**src/rtl/tone_sequencer.sv**
```systemverilog
// Note-table melody sequencer driving a built-in square-wave tone generator.
// Entries are {half-period, duration in ticks}; playback walks 0..last_addr.
module tone_sequencer #(
  parameter int PW        = 16,
  parameter int DW        = 16,
  parameter int AW        = 4,
  parameter int TICK_DIV  = 32000,
  parameter int GAP_TICKS = 1
) (
  input  logic          CLK,
  input  logic          RST,
  input  logic          wr_en,
  input  logic [AW-1:0] wr_addr,
  input  logic [PW-1:0] wr_period,
  input  logic [DW-1:0] wr_dur,
  input  logic          start,
  input  logic          stop,
  input  logic          loop,
  input  logic [AW-1:0] last_addr,
  output logic          busy,
  output logic [AW-1:0] cur_addr,
  output logic [PW-1:0] period_out,
  output logic          tone_out,
  output logic          done
);

  localparam int TW = $clog2(TICK_DIV + 1);

  typedef enum logic [1:0] {
    S_IDLE,
    S_LOAD,
    S_PLAY,
    S_GAP
  } state_t;

  state_t r_state, w_nxt;

  logic [PW-1:0] r_mem_per [2**AW];
  logic [DW-1:0] r_mem_dur [2**AW];
  logic [PW-1:0] r_rd_per;
  logic [DW-1:0] r_rd_dur;

  logic [AW-1:0] r_addr, w_nxt_addr;
  logic [TW-1:0] r_tick;
  logic [DW-1:0] r_dcnt, r_dur;
  logic [PW-1:0] r_per, r_half;
  logic          r_tone, r_done;

  logic w_wrap, w_adv, w_enter_play, w_enter_gap;
  logic w_done, w_timed, w_stay_play, w_tone_run;

  always_comb begin
    w_wrap       = (r_tick == TW'(TICK_DIV - 1));
    w_nxt        = r_state;
    w_nxt_addr   = r_addr;
    w_adv        = 1'b0;
    w_enter_play = 1'b0;
    w_enter_gap  = 1'b0;
    w_done       = 1'b0;
    unique case (r_state)
      S_IDLE: begin
        if (start && !stop) begin
          w_nxt      = S_LOAD;
          w_nxt_addr = '0;
        end
      end
      S_LOAD: begin
        if (stop) begin
          w_nxt = S_IDLE;
        end else if (r_rd_dur == '0) begin
          w_adv = 1'b1;
        end else begin
          w_nxt        = S_PLAY;
          w_enter_play = 1'b1;
        end
      end
      S_PLAY: begin
        if (stop) begin
          w_nxt = S_IDLE;
        end else if (w_wrap && r_dcnt == r_dur - 1'b1) begin
          if (GAP_TICKS > 0) begin
            w_nxt       = S_GAP;
            w_enter_gap = 1'b1;
          end else begin
            w_adv = 1'b1;
          end
        end
      end
      S_GAP: begin
        if (stop) begin
          w_nxt = S_IDLE;
        end else if (w_wrap && r_dcnt == DW'(GAP_TICKS - 1)) begin
          w_adv = 1'b1;
        end
      end
      default: w_nxt = S_IDLE;
    endcase
    // loop and last_addr are sampled only here, at the advance cycle
    if (w_adv) begin
      if (r_addr != last_addr) begin
        w_nxt      = S_LOAD;
        w_nxt_addr = r_addr + 1'b1;
      end else if (loop) begin
        w_nxt      = S_LOAD;
        w_nxt_addr = '0;
      end else begin
        w_nxt  = S_IDLE;
        w_done = 1'b1;
      end
    end
  end

  assign w_timed     = (w_nxt == S_PLAY) || (w_nxt == S_GAP);
  assign w_stay_play = (r_state == S_PLAY) && (w_nxt == S_PLAY);
  assign w_tone_run  = w_stay_play && (r_per != '0);

  always_ff @(posedge CLK or posedge RST) begin
    if (RST) begin
      r_state <= S_IDLE;
      r_addr  <= '0;
      r_done  <= 1'b0;
      r_tick  <= '0;
      r_dcnt  <= '0;
      r_dur   <= '0;
      r_per   <= '0;
      r_half  <= '0;
      r_tone  <= 1'b0;
    end else begin
      r_state <= w_nxt;
      r_addr  <= w_nxt_addr;
      r_done  <= w_done;
      if (w_enter_play || w_enter_gap || !w_timed) begin
        r_tick <= '0;
        r_dcnt <= '0;
      end else if (w_wrap) begin
        r_tick <= '0;
        r_dcnt <= r_dcnt + 1'b1;
      end else begin
        r_tick <= r_tick + 1'b1;
      end
      if (w_enter_play) begin
        r_dur <= r_rd_dur;
        r_per <= r_rd_per;
      end else if (!w_stay_play) begin
        r_per <= '0;
      end
      if (w_tone_run) begin
        if (r_half == r_per - 1'b1) begin
          r_half <= '0;
          r_tone <= ~r_tone;
        end else begin
          r_half <= r_half + 1'b1;
        end
      end else begin
        r_half <= '0;
        r_tone <= 1'b0;
      end
    end
  end

  // Read address follows the next entry so data is ready during LOAD
  always_ff @(posedge CLK) begin
    if (wr_en) begin
      r_mem_per[wr_addr] <= wr_period;
      r_mem_dur[wr_addr] <= wr_dur;
    end
    r_rd_per <= r_mem_per[w_nxt_addr];
    r_rd_dur <= r_mem_dur[w_nxt_addr];
  end

  assign busy       = (r_state != S_IDLE);
  assign cur_addr   = r_addr;
  assign period_out = r_per;
  assign tone_out   = r_tone;
  assign done       = r_done;

endmodule

```
**config.mk**
```make
export PLATFORM = sky130hd
export DESIGN_NAME = tone_sequencer
export DESIGN_NICKNAME = d
export VERILOG_FILES = /design/src/rtl/tone_sequencer.sv
export SDC_FILE = /design/constraint.sdc
export NUM_CORES = 1
export LEC_CHECK = 0
export CAP_MARGIN = 10
export CELL_PAD_IN_SITES_DETAIL_PLACEMENT = 1
export CELL_PAD_IN_SITES_GLOBAL_PLACEMENT = 1
export CORE_MARGIN = 1
export CORE_UTILIZATION = 52
export DETAILED_ROUTE_END_ITERATION = 6
export GPL_TIMING_DRIVEN = 0
export PLACE_DENSITY = 0.88
export SYNTH_ARGS = -nofsm -noshare
export SYNTH_HDL_FRONTEND = slang
export SYNTH_SLANG_ARGS = --single-unit
```
**constraint.sdc**
```tcl
create_clock -name CLK -period 3.7 [get_ports CLK]
set_clock_uncertainty 0.2 [all_clocks]
set_input_delay 0.37 -clock CLK [delete_from_list [all_inputs] [get_ports CLK]]
set_output_delay 0.37 -clock CLK [all_outputs]
set_load 0.02 [all_outputs]
```
Word-level counts from Yosys, hierarchy flattened. Memories as Yosys holds them, arrays and structs flattened. A register that Yosys moved wholly into a read port is not among the register bits. Index checks and enable logic that the tools add are counted.

Memories: 2. Input bits: 46. Word-level logic and storage cells: 86. RAM bits: 512. Register bits after elaboration: 87. Output and inout port bits: 23.

Add/subtract/negate cells: 6. Reductions and logical operators: 16. Bitwise logic cells: 1. Eq/ne operators: 11. Mux-type cells: 41.

Memory list: r_mem_dur (depth 16, width 16, rd ports 1, clocked after Yosys merged registers in 1, write ports 1, RTL line 39) `logic [DW-1:0] r_mem_dur [2**AW];`; r_mem_per (depth 16, width 16, rd ports 1, clocked after Yosys merged registers in 1, write ports 1, RTL line 38) `logic [PW-1:0] r_mem_per [2**AW];`.

Operators with widths (count): 16-bit two-way mux (6); 16-bit by 1-bit adder with 16-bit output, second input constant (2); 16-bit equality test (2); 16-bit logical NOT (2); 16-bit by 1-bit subtractor with 16-bit output, second input constant (2); 15-bit two-way mux (2); 4-bit two-way mux (5); 1-bit two-way mux (19); 16-bit nonzero test (1); 15-bit by 1-bit adder with 15-bit output, second input constant (1); 15-bit equality test, second input constant (1); 2-bit two-way mux (7); 2-bit equality test, second input constant (4); 2-bit case mux with 4 select lines (1); 1-bit logical AND (5); 4-bit by 1-bit adder with 4-bit output, second input constant (1); 4-bit inequality test (1); 2-bit nonzero test (2); 1-bit logical OR (3); 2-bit by 1-bit equality test with 1-bit output, second input constant (1); 1-bit logical NOT (2); 2-bit logical NOT (1); 2-bit by 1-bit inequality test with 1-bit output, second input constant (1); 2-bit inequality test, second input constant (1); other kinds (2) (2).

Logic depth before layout (Yosys ltp).
Word-level depth: 12. Gate-level depth with buffers: 13. Depth with buffers taken out: 11.

Least setup slack after synthesis. OpenSTA, ideal clock, no wires.

Path kind: input -> register. Start: input port wr_addr[3]. End: memory r_mem_dur[0][0], enable pin. Required time: 3.039 ns. Setup time: 0.461 ns. Stages: 2. Path buffers: 0. Arrival time: 3.088 ns. Path slack: -0.050 ns. Cells stage by stage: or3b_2 -> nor3_1.

RTL lines: start: declaration (RTL line 13) `input logic [AW-1:0] wr_addr,`; end: declaration (RTL line 39).

No word-level cell before the write port.

Worst setup path after layout.
Start: register r_tick[9]. End: register r_rd_per[15] (read register of r_mem_per).

Longest elaborated chain between the ends: 6.

RTL lines: start: declaration (RTL line 44) `logic [TW-1:0] r_tick;`; start signal: assignment (RTL line 139) `r_tick <= r_tick + 1'b1;`; 15-bit equality test (RTL line 53) `w_wrap = (r_tick == TW'(TICK_DIV - 1));`; 1-bit logical AND (RTL line 92) `end else if (w_wrap && r_dcnt == DW'(GAP_TICKS - 1)) begin`; 1-bit two-way mux (RTL line 92); 1-bit two-way mux (RTL line 90) `if (stop) begin`; 1-bit case mux with 2 select lines (RTL line 60) `unique case (r_state)`; 4-bit two-way mux (RTL line 99) `if (w_adv) begin`; end: declaration (RTL line 40) `logic [PW-1:0] r_rd_per;`.

Every way passes these cells. A chain may end at the register's enable or synchronous reset.

==> run metrics <==
logic depth of the worst register-to-register path=13; Buffers on Ports=slightly below 70; failing checks=setup timing; Hold EP=period_out[15]$_DFFE_PP0P_; die area=just over 0.05 mm2; worst relative slew slack=approximately a third; async set-reset flop share out of synthesis=about 14%; setup repair after global routing missed its margin=yes; hold path start=r_rd_per[15]$_DFF_P_; row count=82; static leakage power=~11 nW; PwrDens=about 490 mW/mm2; clk_lat worst skew=between 0.6 and 0.7 ns; number of nets with antenna violations after routing=0; Clock Pin Slew Worst Setup and Hold Paths=around 0.060 ns; Required @ worst endpoint=slightly below 4 ns; number of buffers on the longest clock path=3; area grow syn2layout=18.27%; synthesized-area fraction occupied by xor and xnor cells=under 10%; CP Max Fanout=10; origin of the critical flop-to-flop path=r_tick[9]$_DFF_PP0_; count of flip-flops with a built-in enable after synthesis=512; global-route wire length before repair=135000 um; result of the run=finished, violations left; clock sink count=between 600 and 700; post-synthesis instance area=around 0.026 mm2; worst slack at placement=-1.065 ns; simple-gate share of the synthesized area=12.26%; slack of the worst reg-to-reg path=-0.07 ns; peak supply drop=roughly 0.46 mV; cell total after placement=2745; max-slew violation count=0; Worst Hold Margin=roughly 0.24 ns; reg-to-reg endpoint=r_rd_per[15]$_DFF_P_; vertical die dimension=227.7 um; filler-free cell count of the finished design=~2900; maximum operating frequency=~270 MHz; core area=approximately 0.05 mm2; number of global-route vias before repair=approximately 21000; largest family of logic cells by synthesized area=simple AND/OR/NAND/NOR gates; aggregate global routing overflow=0; Period Utilization, post-route=101.8%; post-route minimum period=3.767 ns; final core area utilization=about 62%; post-detailed-placement half-perimeter wirelength=between 50000 and 60000 um; horizontal die dimension=about 230 um; worst setup path category=reg -> reg; global placer's final weighted congestion=0.9016; count of final setup violators=4; PnR worst setup slack=-0.06746 ns; Pwr Total=between 15 and 20 mW; data arrival at the endpoint of the critical path=between 4 and 5 ns; initial core utilization=approximately 53%; path category of the worst min-delay check=reg -> reg; syn nets=2035; commonest cells after routing, fill and taps aside=sky130_fd_sc_hd__edfxtp_1 (512), sky130_fd_sc_hd__nand2_1 (177), sky130_fd_sc_hd__nand3_1 (122); worst hold path stage count=2; number of flip-flops and latches in the synthesized netlist=~630; count of yosys warnings during synthesis=0; count of maximum capacitance violations=0; mean area per synthesized cell=about 13 um2; All-Layer GR Usage=around a third; post-synthesis mux area share=between 2 and 2.5%; TritonCTS Buffers=61; Via Count=around 20000; prevailing post-synth register cell=sky130_fd_sc_hd__edfxtp_1; number of antenna violations at the first check in global routing=1; transition time at the pin with the least slew margin=~0.97 ns; Worst Setup Start Kind=flip-flop; final-stage net count=2211; maximum number of pins on one net before global-route repair=52; residual DRC count=0; total length of routed wires=between 90000 and 100000 um; most common cell after layout, fill and taps aside=sky130_fd_sc_hd__edfxtp_1; proportion of layout cells with a drive suffix above 1=roughly 16%; drt first pass iters=6; unique cell type count in the Yosys netlist=between 70 and 80; TritonCTS clock tree=yes; DRC marker count from the first detailed-route iteration=around 2300; ratio of routed vias to standard cells=6.911; Critical Path End Type=flip-flop; adder-cell share of the synthesized area=less than 1%; cell chosen for the clock root=sky130_fd_sc_hd__clkbuf_16; number of top-level design ports=69; number of instances in the synthesized netlist=about 2000; Synth Area in Compound Gates=roughly 11%; Final Hold Violating Endpoints=0; number of H-tree levels=2; sequential element share of the synthesized area=between 60% and 70%; wire length per cell after detailed routing=around 32 um
## cell families after synthesis
family                     Yosys count
and+or+nand+nor                    629
DFF                                631
muxes                               48
AOI/OAI and AO/OA                  396
adders and majority gates            8
buffers and inverters              180
xor gates and xnor gates            89
## state kept, by name, summed over array words and instances (netlist names), 2 cells and up
register    flops
r_tick         15
r_mem_dur     256
cur_addr        4
r_state         2
r_rd_dur       16
r_dur          16
r_rd_per       16
r_dcnt         16
period_out     16
r_mem_per     256
r_half         16
## routing by layer
metal	routed length, um	vias up	global-route usage (%)
met1	31680	10050	40.74
met2	45600	1431	59.62
met4	5702	0	20.14
li1	-	8037	-
met3	9282	408	8.388
met5	0	-	0
## synth_stat cells (5+ instances only)
library cell                instances  area share (%)
sky130_fd_sc_hd__a211oi_1          66             1.9
sky130_fd_sc_hd__mux2_2            37             1.6
sky130_fd_sc_hd__dfrtp_1           87             8.2
sky130_fd_sc_hd__buf_2             38            0.72
sky130_fd_sc_hd__a311o_1           64             2.4
sky130_fd_sc_hd__xor2_1            46             1.5
sky130_fd_sc_hd__buf_1              5           0.071
sky130_fd_sc_hd__nand2_1          178             2.5
sky130_fd_sc_hd__o21ai_0           78             1.5
sky130_fd_sc_hd__o211ai_1          36             1.0
sky130_fd_sc_hd__dfxtp_1           32             2.4
sky130_fd_sc_hd__nand3b_1           5            0.14
sky130_fd_sc_hd__and3_1            77             1.8
sky130_fd_sc_hd__nand3_1          122             2.3
sky130_fd_sc_hd__clkbuf_1         102             1.4
sky130_fd_sc_hd__nor2b_1            8            0.19
sky130_fd_sc_hd__mux2_1             8            0.34
sky130_fd_sc_hd__xnor2_1           43             1.4
sky130_fd_sc_hd__nor4_1            25            0.59
sky130_fd_sc_hd__and4_1             5            0.17
sky130_fd_sc_hd__or3_1              6            0.14
sky130_fd_sc_hd__a21oi_1           40            0.76
sky130_fd_sc_hd__inv_1             28            0.40
sky130_fd_sc_hd__o31ai_1           16            0.45
sky130_fd_sc_hd__nor2_1            57            0.81
sky130_fd_sc_hd__ha_1               8            0.38
sky130_fd_sc_hd__edfxtp_1         512              58
sky130_fd_sc_hd__nor3_1            68             1.3
sky130_fd_sc_hd__o2111ai_1         32             1.1
sky130_fd_sc_hd__o22ai_1           34            0.80
sky130_fd_sc_hd__nand2b_1           6            0.14
sky130_fd_sc_hd__nand4_1           44             1.0
## final cells by class
type	instances	area (um2)
clock inverter	28	271.5
antenna	2	5.005
tap	672	840.8
multi-input combinational	1170	7871
clock buffer	87	1745
sequential	631	18190
timing repair buffer	115	1356
buffer	149	937.1
inverter	29	113.9
fill	4764	18840
## what timing repair did
item | 4_1_cts | 5_1_grt
pin swaps | 10 | 14
hold buffers | 1 | 0
gates resized for setup | 127 | 101
hold endpoints to repair | 36 | 0
setup endpoints to repair | 33 | 42
setup buffers | 14 | 8
## how the worst max path moves through the flow
| stage | start | cells after the start | slack, ns | to |
|---|---|---|---|---|
| floorplan | wr_addr[3] | 2 | 0.25 | r_mem_dur[4][0]$_DFFE_PP_ |
| global placement | wr_en | 3 | -2.15 | r_mem_per[12][11]$_DFFE_PP_ |
| detailed placement | stop | 12 | -1.06 | r_rd_per[15]$_DFF_P_ |
| CTS | r_dcnt[0]$_DFFE_PP0P_ | 13 | -0.04 | r_rd_per[15]$_DFF_P_ |
| global route | r_tick[9]$_DFF_PP0_ | 12 | -0.08 | r_rd_dur[13]$_DFF_P_ |
| finish | r_tick[9]$_DFF_PP0_ | 13 | -0.07 | r_rd_per[15]$_DFF_P_ |
## worst max-delay path, stage by stage (launching register included)
cell,delay [ns]
sky130_fd_sc_hd__dfrtp_1,0.42
sky130_fd_sc_hd__or3b_4,0.42
sky130_fd_sc_hd__nor4_4,0.26
sky130_fd_sc_hd__buf_4,0.18
sky130_fd_sc_hd__nand4_4,0.25
sky130_fd_sc_hd__a21oi_4,0.25
sky130_fd_sc_hd__buf_12,0.17
sky130_fd_sc_hd__nor2_4,0.05
sky130_fd_sc_hd__inv_4,0.16
sky130_fd_sc_hd__buf_8,0.22
sky130_fd_sc_hd__buf_4,0.26
sky130_fd_sc_hd__nand2_1,0.08
sky130_fd_sc_hd__a311o_1,0.35
sky130_fd_sc_hd__o211ai_1,0.29
## report_power, final
part	switching (mW)	total, mW	internal [mW]	leakage, nW
sequential	0.161	8.05	7.89	6.07
clock	2.81	6.42	3.62	0.983
combinational	0.585	0.949	0.364	3.56
total	3.55	15.4	11.9	10.6
## per-stage QoR
step / area, um2 / setup TNS (ns)
2_1_floorplan: 26500 / 0
3_3_place_gp: 28020 / -552.70
3_5_place_dp: 28570 / -32.70
4_1_cts: 31060 / -0.1183
5_1_grt: 31330 / -0.3543
6_report: 31340 / -0.1670
(Power assumes the default switching activity.)
